<file path="src/rtl/instr_fetch_if.sv">
// Memory read bus between the instruction fetch unit (master) and the
// instruction memory (slave): request/address out, data/strobe back.
interface instr_fetch_if;
    logic        mem_req;
    logic [31:0] mem_addr;
    logic [31:0] mem_rdata;
    logic        mem_rvalid;

    modport master (
        output mem_req,
        output mem_addr,
        input  mem_rdata,
        input  mem_rvalid
    );

    modport slave (
        input  mem_req,
        input  mem_addr,
        output mem_rdata,
        output mem_rvalid
    );
endinterface

</file>
<file path="src/rtl/instr_fetch.sv">
// Instruction fetch unit: accepts a one-cycle start, issues a word-aligned
// read, waits for the memory response and returns the instruction word.
// A fetch that sees no response within WAIT_LIMIT wait edges completes with
// NOP_INSTR and fetch_err set.
// Optional feature: define FETCH_ALIGN_CHECK_EN to reject pc values that are
// not word aligned (no memory request, NOP_INSTR returned, misaligned set).
module instr_fetch #(
    parameter int unsigned WAIT_LIMIT = 16,
    parameter logic [31:0] NOP_INSTR  = 32'h00000013
) (
    input  logic                 clk,
    input  logic                 rst,
    input  logic                 start,
    input  logic [31:0]          pc,
    instr_fetch_if.master        mem,
    output logic [31:0]          instr,
    output logic                 instr_valid,
    output logic                 fetch_done,
    output logic                 busy,
    output logic                 fetch_err,
    output logic                 misaligned
);

`ifdef FETCH_ALIGN_CHECK_EN
    typedef enum logic [1:0] {
        IDLE = 2'd0,
        WAIT = 2'd1,
        FAIL = 2'd2
    } state_t;
`else
    typedef enum logic [1:0] {
        IDLE = 2'd0,
        WAIT = 2'd1
    } state_t;
`endif

    localparam logic [15:0] LIMIT = 16'(WAIT_LIMIT);

    state_t      state_q, state_d;
    logic        mem_req_q, mem_req_d;
    logic [31:0] mem_addr_q, mem_addr_d;
    logic [31:0] instr_q, instr_d;
    logic        instr_valid_q, instr_valid_d;
    logic        fetch_done_q, fetch_done_d;
    logic        busy_q, busy_d;
    logic        fetch_err_q, fetch_err_d;
    logic [15:0] wait_cnt_q, wait_cnt_d;
    logic [15:0] wait_cnt_inc;

`ifdef FETCH_ALIGN_CHECK_EN
    logic        misaligned_q, misaligned_d;
`else
    // Low address bits only matter when the alignment check is built in.
    logic        unused_pc_lo;
    assign unused_pc_lo = ^pc[1:0];
`endif

    assign wait_cnt_inc = wait_cnt_q + 16'd1;

    // Next-state and registered-output computation.
    always_comb begin
        state_d       = state_q;
        mem_req_d     = mem_req_q;
        mem_addr_d    = mem_addr_q;
        instr_d       = instr_q;
        instr_valid_d = instr_valid_q;
        fetch_done_d  = 1'b0;
        fetch_err_d   = fetch_err_q;
        wait_cnt_d    = wait_cnt_q;
`ifdef FETCH_ALIGN_CHECK_EN
        misaligned_d  = misaligned_q;
`endif
        case (state_q)
            IDLE: begin
                if (start) begin
                    mem_addr_d    = {pc[31:2], 2'b00};
                    instr_valid_d = 1'b0;
                    fetch_err_d   = 1'b0;
                    wait_cnt_d    = '0;
`ifdef FETCH_ALIGN_CHECK_EN
                    misaligned_d  = 1'b0;
                    if (pc[1:0] != 2'b00) begin
                        mem_req_d = 1'b0;
                        state_d   = FAIL;
                    end else begin
                        mem_req_d = 1'b1;
                        state_d   = WAIT;
                    end
`else
                    mem_req_d     = 1'b1;
                    state_d       = WAIT;
`endif
                end
            end
            WAIT: begin
                // A response arriving on the limit edge still wins over the abort.
                if (mem.mem_rvalid) begin
                    instr_d       = mem.mem_rdata;
                    instr_valid_d = 1'b1;
                    fetch_done_d  = 1'b1;
                    mem_req_d     = 1'b0;
                    state_d       = IDLE;
                end else begin
                    wait_cnt_d = wait_cnt_inc;
                    if (wait_cnt_inc == LIMIT) begin
                        instr_d       = NOP_INSTR;
                        instr_valid_d = 1'b1;
                        fetch_err_d   = 1'b1;
                        fetch_done_d  = 1'b1;
                        mem_req_d     = 1'b0;
                        state_d       = IDLE;
                    end
                end
            end
`ifdef FETCH_ALIGN_CHECK_EN
            FAIL: begin
                instr_d       = NOP_INSTR;
                instr_valid_d = 1'b1;
                misaligned_d  = 1'b1;
                fetch_done_d  = 1'b1;
                state_d       = IDLE;
            end
`endif
            default: state_d = IDLE;
        endcase
        busy_d = (state_d != IDLE);
    end

    // State and output registers, asynchronous active-low reset.
    always_ff @(posedge clk or negedge rst) begin
        if (!rst) begin
            state_q       <= IDLE;
            mem_req_q     <= 1'b0;
            mem_addr_q    <= '0;
            instr_q       <= NOP_INSTR;
            instr_valid_q <= 1'b0;
            fetch_done_q  <= 1'b0;
            busy_q        <= 1'b0;
            fetch_err_q   <= 1'b0;
            wait_cnt_q    <= '0;
        end else begin
            state_q       <= state_d;
            mem_req_q     <= mem_req_d;
            mem_addr_q    <= mem_addr_d;
            instr_q       <= instr_d;
            instr_valid_q <= instr_valid_d;
            fetch_done_q  <= fetch_done_d;
            busy_q        <= busy_d;
            fetch_err_q   <= fetch_err_d;
            wait_cnt_q    <= wait_cnt_d;
        end
    end

`ifdef FETCH_ALIGN_CHECK_EN
    // Alignment-reject flag register.
    always_ff @(posedge clk or negedge rst) begin
        if (!rst) begin
            misaligned_q <= 1'b0;
        end else begin
            misaligned_q <= misaligned_d;
        end
    end
    assign misaligned = misaligned_q;
`else
    assign misaligned = 1'b0;
`endif

    assign mem.mem_req  = mem_req_q;
    assign mem.mem_addr = mem_addr_q;
    assign instr        = instr_q;
    assign instr_valid  = instr_valid_q;
    assign fetch_done   = fetch_done_q;
    assign busy         = busy_q;
    assign fetch_err    = fetch_err_q;

endmodule

</file>
<file path="src/flat_wrapper.sv">
// flat-port wrapper written by rule: the top's interface ports become plain ports
module instr_fetch_flat 
#(
    parameter int unsigned WAIT_LIMIT = 16,
    parameter logic [31:0] NOP_INSTR  = 32'h00000013
)
  (clk, rst, start, pc, instr, instr_valid, fetch_done, busy, fetch_err, misaligned, mem_mem_req, mem_mem_addr, mem_mem_rdata, mem_mem_rvalid);
  instr_fetch_if mem_i ();
  input  logic clk;
  input  logic rst;
  input  logic start;
  input  logic [31:0] pc;
  output logic [31:0] instr;
  output logic instr_valid;
  output logic fetch_done;
  output logic busy;
  output logic fetch_err;
  output logic misaligned;
  output wire logic [$bits(mem_i.mem_req)-1:0] mem_mem_req;
  output wire logic [$bits(mem_i.mem_addr)-1:0] mem_mem_addr;
  input wire logic [$bits(mem_i.mem_rdata)-1:0] mem_mem_rdata;
  input wire logic [$bits(mem_i.mem_rvalid)-1:0] mem_mem_rvalid;
  assign mem_mem_req = mem_i.mem_req;
  assign mem_mem_addr = mem_i.mem_addr;
  assign mem_i.mem_rdata = mem_mem_rdata;
  assign mem_i.mem_rvalid = mem_mem_rvalid;
  instr_fetch #(.WAIT_LIMIT(WAIT_LIMIT), .NOP_INSTR(NOP_INSTR)) u_core (.clk(clk), .rst(rst), .start(start), .pc(pc), .mem(mem_i), .instr(instr), .instr_valid(instr_valid), .fetch_done(fetch_done), .busy(busy), .fetch_err(fetch_err), .misaligned(misaligned));
endmodule
</file>
<file path="config.mk">
export PLATFORM = sky130hd
export DESIGN_NAME = instr_fetch_flat
export DESIGN_NICKNAME = d
export VERILOG_FILES = /design/src/rtl/instr_fetch_if.sv /design/src/rtl/instr_fetch.sv /design/src/flat_wrapper.sv
export SDC_FILE = /design/constraint.sdc
export NUM_CORES = 1
export LEC_CHECK = 0
export ABC_AREA = 1
export CELL_PAD_IN_SITES_DETAIL_PLACEMENT = 1
export CELL_PAD_IN_SITES_GLOBAL_PLACEMENT = 1
export CORE_AREA = 2 2 111 113
export DETAILED_ROUTE_END_ITERATION = 10
export DIE_AREA = 0 0 113 115
export GPL_TIMING_DRIVEN = 0
export PLACE_DENSITY = 0.88
export SLEW_MARGIN = 0
export SYNTH_ARGS = -nofsm -noshare
export SYNTH_HDL_FRONTEND = slang
export SYNTH_SLANG_ARGS = --single-unit
</file>
<file path="constraint.sdc">
create_clock -name clk -period 2.5 [get_ports clk]
set_input_delay 0.5 -clock clk [delete_from_list [all_inputs] [get_ports clk]]
set_output_delay 0.5 -clock clk [all_outputs]
set_load 0.01 [all_outputs]
</file>
# Yosys cells after proc, flatten, opt, wreduce, memory -nomap -nowiden
# Index checks and enable logic that the tools add are counted.
# Widths: inputs -> output; s select.
# op_classes
n_reduce_logical,9
eq_ne,6
mux,22
n_addsub,1
# ops
cell,count
$mux 32,2
$mux 16,2
$pmux 16 s2,1
$add 16x1->16 const B,1
$eq 16x5->1 const B,1
$mux 1,10
$mux 2,3
$pmux 1 s2,3
$reduce_and 3->1,2
$reduce_bool 2->1,3
$ne 2x2->1 const B,2
$pmux 2 s2,1
$reduce_and 2->1,2
$reduce_and 4->1,1
$ne 3x2->1 const B,1
$eq 2x1->1 const B,1
$logic_not 2->1,1
$ne 2x1->1 const B,1
# totals
ff_bits,85
out_inout_bits,70
input_bits,68
word_cells,47

# Logic depth before layout (Yosys ltp)
# depth
ltp_word,6
depth_mapped,14
depth_no_buf,14

# Worst setup path after synthesis
# OpenSTA, ideal clock, no wires.
# synth_path
path_kind,reg2reg
from,reg u_core.wait_cnt_q[0]
to,"reg u_core.instr_q[10], in the netlist u_core.instr[10]"
path_slack_ps,644
setup_ps,118
path_buffers,1
path_stages_with_launch,14
t_arrival_ps,1738
period_less_slack_ps,1856
required_ps,2382
path_cell_list,dfrtp_1 ha_1 nand3_2 nor2_4 nand2_2 nor2_1 nand2_1 nand2_1 nand2_1 nor2_2 nand3_4 buf_6 nand3_1 nand2_1
# synth_between
elab_chain_len,4
# synth_lines
item,line,text
start: declaration,instr_fetch.sv:47,"logic [15:0] wait_cnt_q, wait_cnt_d;"
start signal: assignment,instr_fetch.sv:150,wait_cnt_q <= wait_cnt_d;
$add 16x1->16,instr_fetch.sv:58,assign wait_cnt_inc = wait_cnt_q + 16'd1;
$eq 16x5->1,instr_fetch.sv:105,if (wait_cnt_inc == LIMIT) begin
$reduce_bool 2->1 (no line),-,
$reduce_and 2->1 (no line),-,
end signal: assignment,instr_fetch.sv:145,instr_q <= instr_d;
end: declaration,instr_fetch.sv:42,"logic [31:0] instr_q, instr_d;"
# No other way between the ends.
# A chain may end at the register's enable or synchronous reset.

# Worst setup path in the final report
# layout_path
from,reg u_core.wait_cnt_q[0]
to,"reg u_core.instr_q[2], in the netlist u_core.instr[2]"
# Same word-level chain as after synthesis.

==> summary.md <==
| Metric | Value |
|---|---|
| Crit path max-delay family | simple AND/OR/NAND/NOR gates |
| R2R setup slack | 0.19 ns |
| # IOs | 138 |
| Status | finished with violations |
| Vias in the first global route | 3882 |
| Clock period minus worst slack | 2.31 ns |
| Initial drt markers | 152 |
| Largest family of logic cells by synthesized area | simple AND/OR/NAND/NOR gates |
| Die X | 113 um |
| Worst-Margin Slew | 0.510 ns |
| CP Capture Type | flop |
| Slowest-stage cell, CP | dfrtp_1 |
| Met3 wire len | 792 um |
| Grt ovf | 0 |
| Part of the power in registers | 0.427 |
| Power Density | 733 mW/mm2 |
| Worst path bufs/invs | 1 |
| DP HPWL | 8540 um |
| Xor-xnor portion of the synthesized cell area | 0.00473 |
| RSZ-0062 raised after global routing | no |
| Final Cycle Share | 0.923 |
| Max-slew headroom | 0.660 |
| Setup violations, final | 0 |
| Total CTS buffers | 9 |
| Crit path DAT | 2.53 ns |
| Placement Rows | 40 |
| Failing checks | design-rule violations |
| Clock insertion delay at the later pin of the skew report | 0.33 ns |
| Metal2 WL | 5900 um |
| Most numerous cell on the critical path | nand2_1 |
| Compound-cell area share of the yosys netlist | 0.0307 |
| Met1 wire length | 4430 um |
| GRT Overall Usage | 0.177 |
| Die H | 115 um |
| Final Routed Wirelength | 11300 um |
| Worst Setup Start Kind | flop |
| P_sw | 0.00110 W |
| Largest net degree at the start of global routing | 68 |
| Worst Skew | 0.00695 ns |
| Crit-path max FO | 10 |
| Post-route setup TNS | 0 ns |
| YS warnings | 0 |
| CTS H-Tree Depth | 3 |
| Top cells by area, synth | dfrtp_1 55%, nand2_1 22%, nand3_1 5.5% |
| Routed Antenna Nets | 0 |
| Multiplexer share of the synthesized area | 0 |
| Final Hold Fails | 0 |
| Initial Util | 0.314 |
| DRC violations left | 5 |
| Largest area contributor in the netlist | dfrtp_1 |
| Initial antenna violation count | 0 |
| DR top layer | met4 |
| Hold buffers post-CTS | 0 |
| Core ar. | 0.0118 mm2 |
| Post-Place Worst Slack | -0.0387 ns |
| P_int | 0.00297 W |
| Maximum VDD drop | 0.000375 V |
| Leak pwr | 2.64 nW |
| CTS tree | done |
| Clock power share | 0.330 |
| Worst-path clk slew | 0.06 ns |
| Worst path max stage delay | 0.43 ns |
| Post-CTS Setup Repair Bufs | 0 |
| Syn Area/Cell | 8.20 um2 |
| Seq/Total Area, Yosys | 0.575 |
| #FFs+latches synth | 85 |
| Switch share | 0.270 |
| Gate power share | 0.243 |
| Via density | 4.72 |
| WL/cell | 15.0 um |
| Final setup margin | 0.192 ns |
| Die area | 0.0130 mm2 |
| ANT cells | 0 |
| Pins over their slew limit | 0 |
| Share of cells above drive strength 1 | 0.0596 |
| Layout Area Growth over Synthesis | 49.7% |
| Post-synth top area share | 0.554 |
| Synthesized area | 0.00371 mm2 |
| Nets | 668 |
| HP Class | primary input to async pin |
| Syn Inst Count | 452 |
| DR vias | 3541 |
| CTS root buffer | clkbuf_16 |
| Routability congestion estimate | 0.794 |
| CP Cell Sequence | ha_1 > nand3_2 > nor2_4 > nand2_2 > nand2_1 > nand2_1 > nor2_1 > nand2_1 > nor2_2 > nand3_4 > buf_6 > nand3_1 > nand2_1 |
| CTS Sinks | 85 |
| Max cap viols | 0 |
| Adder-cell share of the synthesized area | 0.00338 |
| First-pass GRT wire length | 18400 um |
| Input/output buffers | 132 |
| Netlist cell types | 23 |
| Critical Path RT | 2.72 ns |
| Post-Synth Simple-Gate Area | 0.327 |
| Maximum clock path buffer count | 2 |
| # resized after CTS | 0 |
| Timing-limited maximum frequency | 433 MHz |
| DRT Pass-1 Iters | 7 |
| CP Class | flop to flop |
## metrics by stage
step	hold WS [ns]	std cells	power, W	cell area (um2)	util
6_report	0.0360	751	0.00407	5550	0.470
5_1_grt	0.0407	751	0.00428	5550	0.470
4_1_cts	0.0345	751	0.00414	5550	0.470
3_5_place_dp	0.401	735	0.00276	5250	0.444
3_3_place_gp	0.462	734	0.00271	5220	0.442
2_1_floorplan	0.204	455	0.00208	3720	-
## sequential cells by signal, summed over array words and instances, names as in the netlist
register	cells
u_core.busy	1
u_core.instr	32
u_core.state_q	2
u_core.fetch_err	1
u_core.wait_cnt_q	16
u_core.mem.mem_addr	30
u_core.mem.mem_req	1
u_core.fetch_done	1
u_core.instr_valid	1
## per-layer routing
metal,up-vias,track usage
li1,1697,-
met1,1731,0.200
met2,96,0.319
met3,17,0.0569
met4,0,0.0561
met5,-,0
## area by class of cell
class,count,area (um2)
plain buffers,20,110
clock buffers,11,243
clock inverters,5,58.8
fillers,1431,6260
inverters,28,105
multi-input cells,322,1370
flip-flops and latches,85,2130
well taps,147,184
repair buffers,133,1350
## synth_stat cells
library cell and instances:
clkbuf_1 13, nand2_2 2, o21ai_0 13, dfrtp_1 82, o22ai_1 4, nand4_1 6
nor2_4 1, buf_2 1, conb_1 1, nor2_2 4, nor2_1 16, nand3_4 1
nand3_2 1, a21oi_1 3, xor2_1 2, nand3_1 41, nand2_1 222, a22o_1 1
ha_1 1, dfstp_2 3, buf_4 3, inv_1 28, buf_6 3
## power by group through the flow
| stage | Sequential [W] | Combinational [W] | Clock, W |
|---|---|---|---|
| 6_report | 0.00174 | 0.000989 | 0.00134 |
| 5_1_grt | 0.00177 | 0.00108 | 0.00144 |
| 4_1_cts | 0.00174 | 0.00101 | 0.00139 |
| 3_5_place_dp | 0.00176 | 0.00100 | 0 |
| 3_3_place_gp | 0.00175 | 0.000962 | 0 |
| 2_1_floorplan | 0.00185 | 0.000228 | 0 |
## final timing paths
path / cells after the start / endpoint / start
hold / removal: 1 / u_core.wait_cnt_q[12] / rst
setup / recovery: 13 / u_core.instr[2] / u_core.wait_cnt_q[0]
hold reg to reg: 2 / u_core.mem.mem_req / u_core.mem.mem_req
min in group clk: 2 / u_core.mem.mem_req / u_core.mem.mem_req
setup reg to reg: 13 / u_core.instr[2] / u_core.wait_cnt_q[0]
max in group asynchronous: 2 / u_core.instr[1] / rst
## cell families after synthesis
kind of cell / after synthesis
simple gates: 294
fa+ha+maj: 1
flops: 85
other cells: 1
xor+xnor: 2
compound gates: 21
buf+inv: 48
## cells in the final DEF, fill, tap and decap left out, types with 2 or more instances in the layout
cell type,instances
clkinvlp_4,2
nand2_2,2
nand2_1,222
buf_6,3
clkdlybuf4s50_1,131
o22ai_1,4
nor2_2,4
xor2_1,2
clkbuf_1,14
clkbuf_16,9
o21ai_0,13
dfrtp_1,82
inv_1,28
conb_1,4
nand4_1,6
nor2_1,16
nand3_1,41
dfstp_2,3
a21oi_1,3
buf_4,4
(Power assumes the default switching activity.)
==> variant, RTL diff (config.mk and constraints unchanged) <==
Build with the macro `FETCH_ALIGN_CHECK_EN` defined.
--- a/src/rtl/instr_fetch.sv
+++ b/src/rtl/instr_fetch.sv
@@ -4,6 +4,8 @@
 // NOP_INSTR and fetch_err set.
 // Optional feature: define FETCH_ALIGN_CHECK_EN to reject pc values that are
 // not word aligned (no memory request, NOP_INSTR returned, misaligned set).
+`define FETCH_ALIGN_CHECK_EN
+
 module instr_fetch #(
     parameter int unsigned WAIT_LIMIT = 16,
     parameter logic [31:0] NOP_INSTR  = 32'h00000013
Formal check against the unedited RTL: not equivalent (Yosys sat finds a counterexample within 4 cycles, from zero or initial values and one cycle with rst low).
==> variant against the original RTL <==
- the flow still finishes with violations (DRC)
- critical endpoint is now u_core.instr[31]$_DFFE_PN0P_
- sequential cell count grew 1
- fmax grew 0.70%
- design area grew 8.1%
- non-clock buffer count grew 10
- wire length grew 17%
- area after synthesis grew 10%
- worst setup slack gained 16 ps
Power is not compared: it rests on default switching activity, and its combinational part moved more than twofold at a synthesized area within 25%.
==> variant: results (changes against the original RTL) <==
[place]
gp_congestion = 0.824  ; +3.8%
place_area_um2 = 5660  ; +7.8%
dpl.hpwl_um = 9780  ; +15%
place.port_buffers = 135  ; +2.3%

[cts]
cts.htree.levels = 3  ; unchanged
clkLatencyLatePin_ps = 350  ; +20 ps
cts_buffers = 9  ; unchanged
clockRootBuffer = clkbuf_16
cts_max_path_buffers = 2  ; unchanged
clk_pin_slew_ps = 70

[final_layout]
diodes = 0  ; unchanged
n_fill_cell = 1454  ; +1.6%
largest_reg_flops = 32  ; unchanged
nets = 737  ; +10%
drive_gt1_frac = 0.0732  ; +0.0136

[synthesis]
synth_area_leaders = dfrtp_1 51%, nand2_1 23%, nand3b_1 5.3%
yosys_warnings = 0  ; unchanged
synth_flop_cell = dfrtp_1
ys_async_sr_fraction = 1.00  ; unchanged
yosysUniqueCellTypes = 27  ; +17%
yosysSeqAreaShare = 0.527  ; -0.0480
synth_common_cells = 253 x nand2_1, 83 x dfrtp_1, 30 x inv_1

[drt]
drc_errors = 3  ; -2
drt-initial-drc-count = 223  ; +47%
wl_um = 13200  ; +17%
num_vias = 3982  ; +12%
drtPass1Iterations = 8  ; +1

[critical_path]
crit_start = u_core.wait_cnt_q[0]$_DFFE_PN0P_
cp_slowest_cell = dfrtp_1
cp_max_fo = 10  ; unchanged
cpPeakStageDelay_ps = 440
r2r_end = u_core.instr[31]$_DFFE_PN0P_
cp.arrival_ps = 2530  ; about the same
r2r_slack_ps = 210  ; +20 ps
reg2regPathDepth = 15  ; +2

[timing]
holdWs_ps = 47.5  ; +11.5 ps
fin_worst_skew_ps = 7.38  ; +0.433 ps
tightest_slew_ps = 551  ; +40.9 ps
setup_viol_count_final = 0  ; unchanged

[global_routing]
grt_max_degree = 65  ; -4.4%
track_usage = 0.204  ; +0.0276
antenna_found_initial = 0  ; unchanged
grt_pass1_vias = 4353  ; +12%
grt_pass1_wl_um = 21200  ; +15%
overflow = 0  ; unchanged

[outcome]
status = finished, violations left
violations = DRC

[pwr]
p_leak_nw = 2.85
ir_drop_v = 0.000510

[min_path]
hp-class = in2async

variant: cell types whose count changed in the layout (fill, tap and decap cells not counted), sizes merged, moves of 3 or more:
| cell | delta |
|---|---|
| nand3b | +29 |
| or2 | +3 |
| nor2 | +7 |
| clkdlybuf4s50 | +3 |
| ha | +4 |
| nand3 | -27 |
| buf | +6 |
| o22ai | +3 |
| nand2 | +32 |
variant: how the worst max path moves through the flow:
stage	end	slack (ps)
detailed placement	u_core.wait_cnt_q[3]$_DFFE_PN0P_	-220
global placement	u_core.mem.mem_addr[20]$_DFFE_PN0P_	-2270
CTS	u_core.wait_cnt_q[0]$_DFFE_PN0P_	100
floorplan	u_core.wait_cnt_q[12]$_DFFE_PN0P_	580
global route	u_core.instr[16]$_DFFE_PN0P_	-50
finish	u_core.instr[31]$_DFFE_PN0P_	210
variant: area by class of cell:
class / count / area, µm² / area share
sequential: 86 / 2160 / 0.359
inverter: 30 / 113 / 0.0188
timing repair buffer: 139 / 1400 / 0.233
clock buffer: 11 / 253 / 0.0421
multi-input combinational: 374 / 1730 / 0.288
clock inverter: 5 / 31.3 / 0.00521
buffer: 24 / 138 / 0.0229
tap: 147 / 184 / 0.0307
variant: kinds of logic after synthesis:
logic type	count (synthesis)	synth area share
XOR/XNOR	2	0.00428
buffers and inverters	54	0.0581
AO/OA/AOI/OAI	25	0.0352
AND/OR/NAND/NOR	340	0.359
other	1	0.000917
adder cells (fa/ha/maj)	5	0.0153
flip-flops	86	0.527
variant: stage by stage:
step	TNS [ps]	total power, mW	cells	worst slack (ps)	utilization
2_1_floorplan	0	3.29	514	577	-
3_3_place_gp	-192110	4.57	796	-2270	0.477
3_5_place_dp	-1170	4.71	797	-224	0.479
4_1_cts	0	6.04	813	104	0.503
5_1_grt	-801	6.41	816	-45.7	0.508
6_report	0	6.02	816	207	0.508
variant: report_power, final:
part	switching (mW)	internal [mW]	leakage [nW]
logic	1.42	1.21	1.60
registers	0.244	1.85	1.11
clock network	0.573	0.726	0.142
total	2.24	3.78	2.85
variant: critical path, delay by kind of cell (launching register included):
| kind | cells | cell delay [ps] |
|---|---|---|
| buf+inv | 1 | 210 |
| flops | 1 | 440 |
| simple gates | 13 | 1360 |
| fa+ha+maj | 1 | 190 |
variant: layer usage:
metal | global-route usage | up-vias | routed length, µm
met2 | 0.378 | 91 | 7010
met3 | 0.0406 | 26 | 606
met5 | 0 | - | 0
li1 | - | 1903 | -
met1 | 0.229 | 1962 | 5240
met4 | 0.0886 | 0 | 356
variant: what timing repair did:
action / CTS / global route
pin swaps: 0 / 4
setup buffers: 0 / 3
gates cloned: 0 / 0
hold endpoints to repair: 0 / 0
gates resized for setup: 1 / 13
setup endpoints to repair: 6 / 47
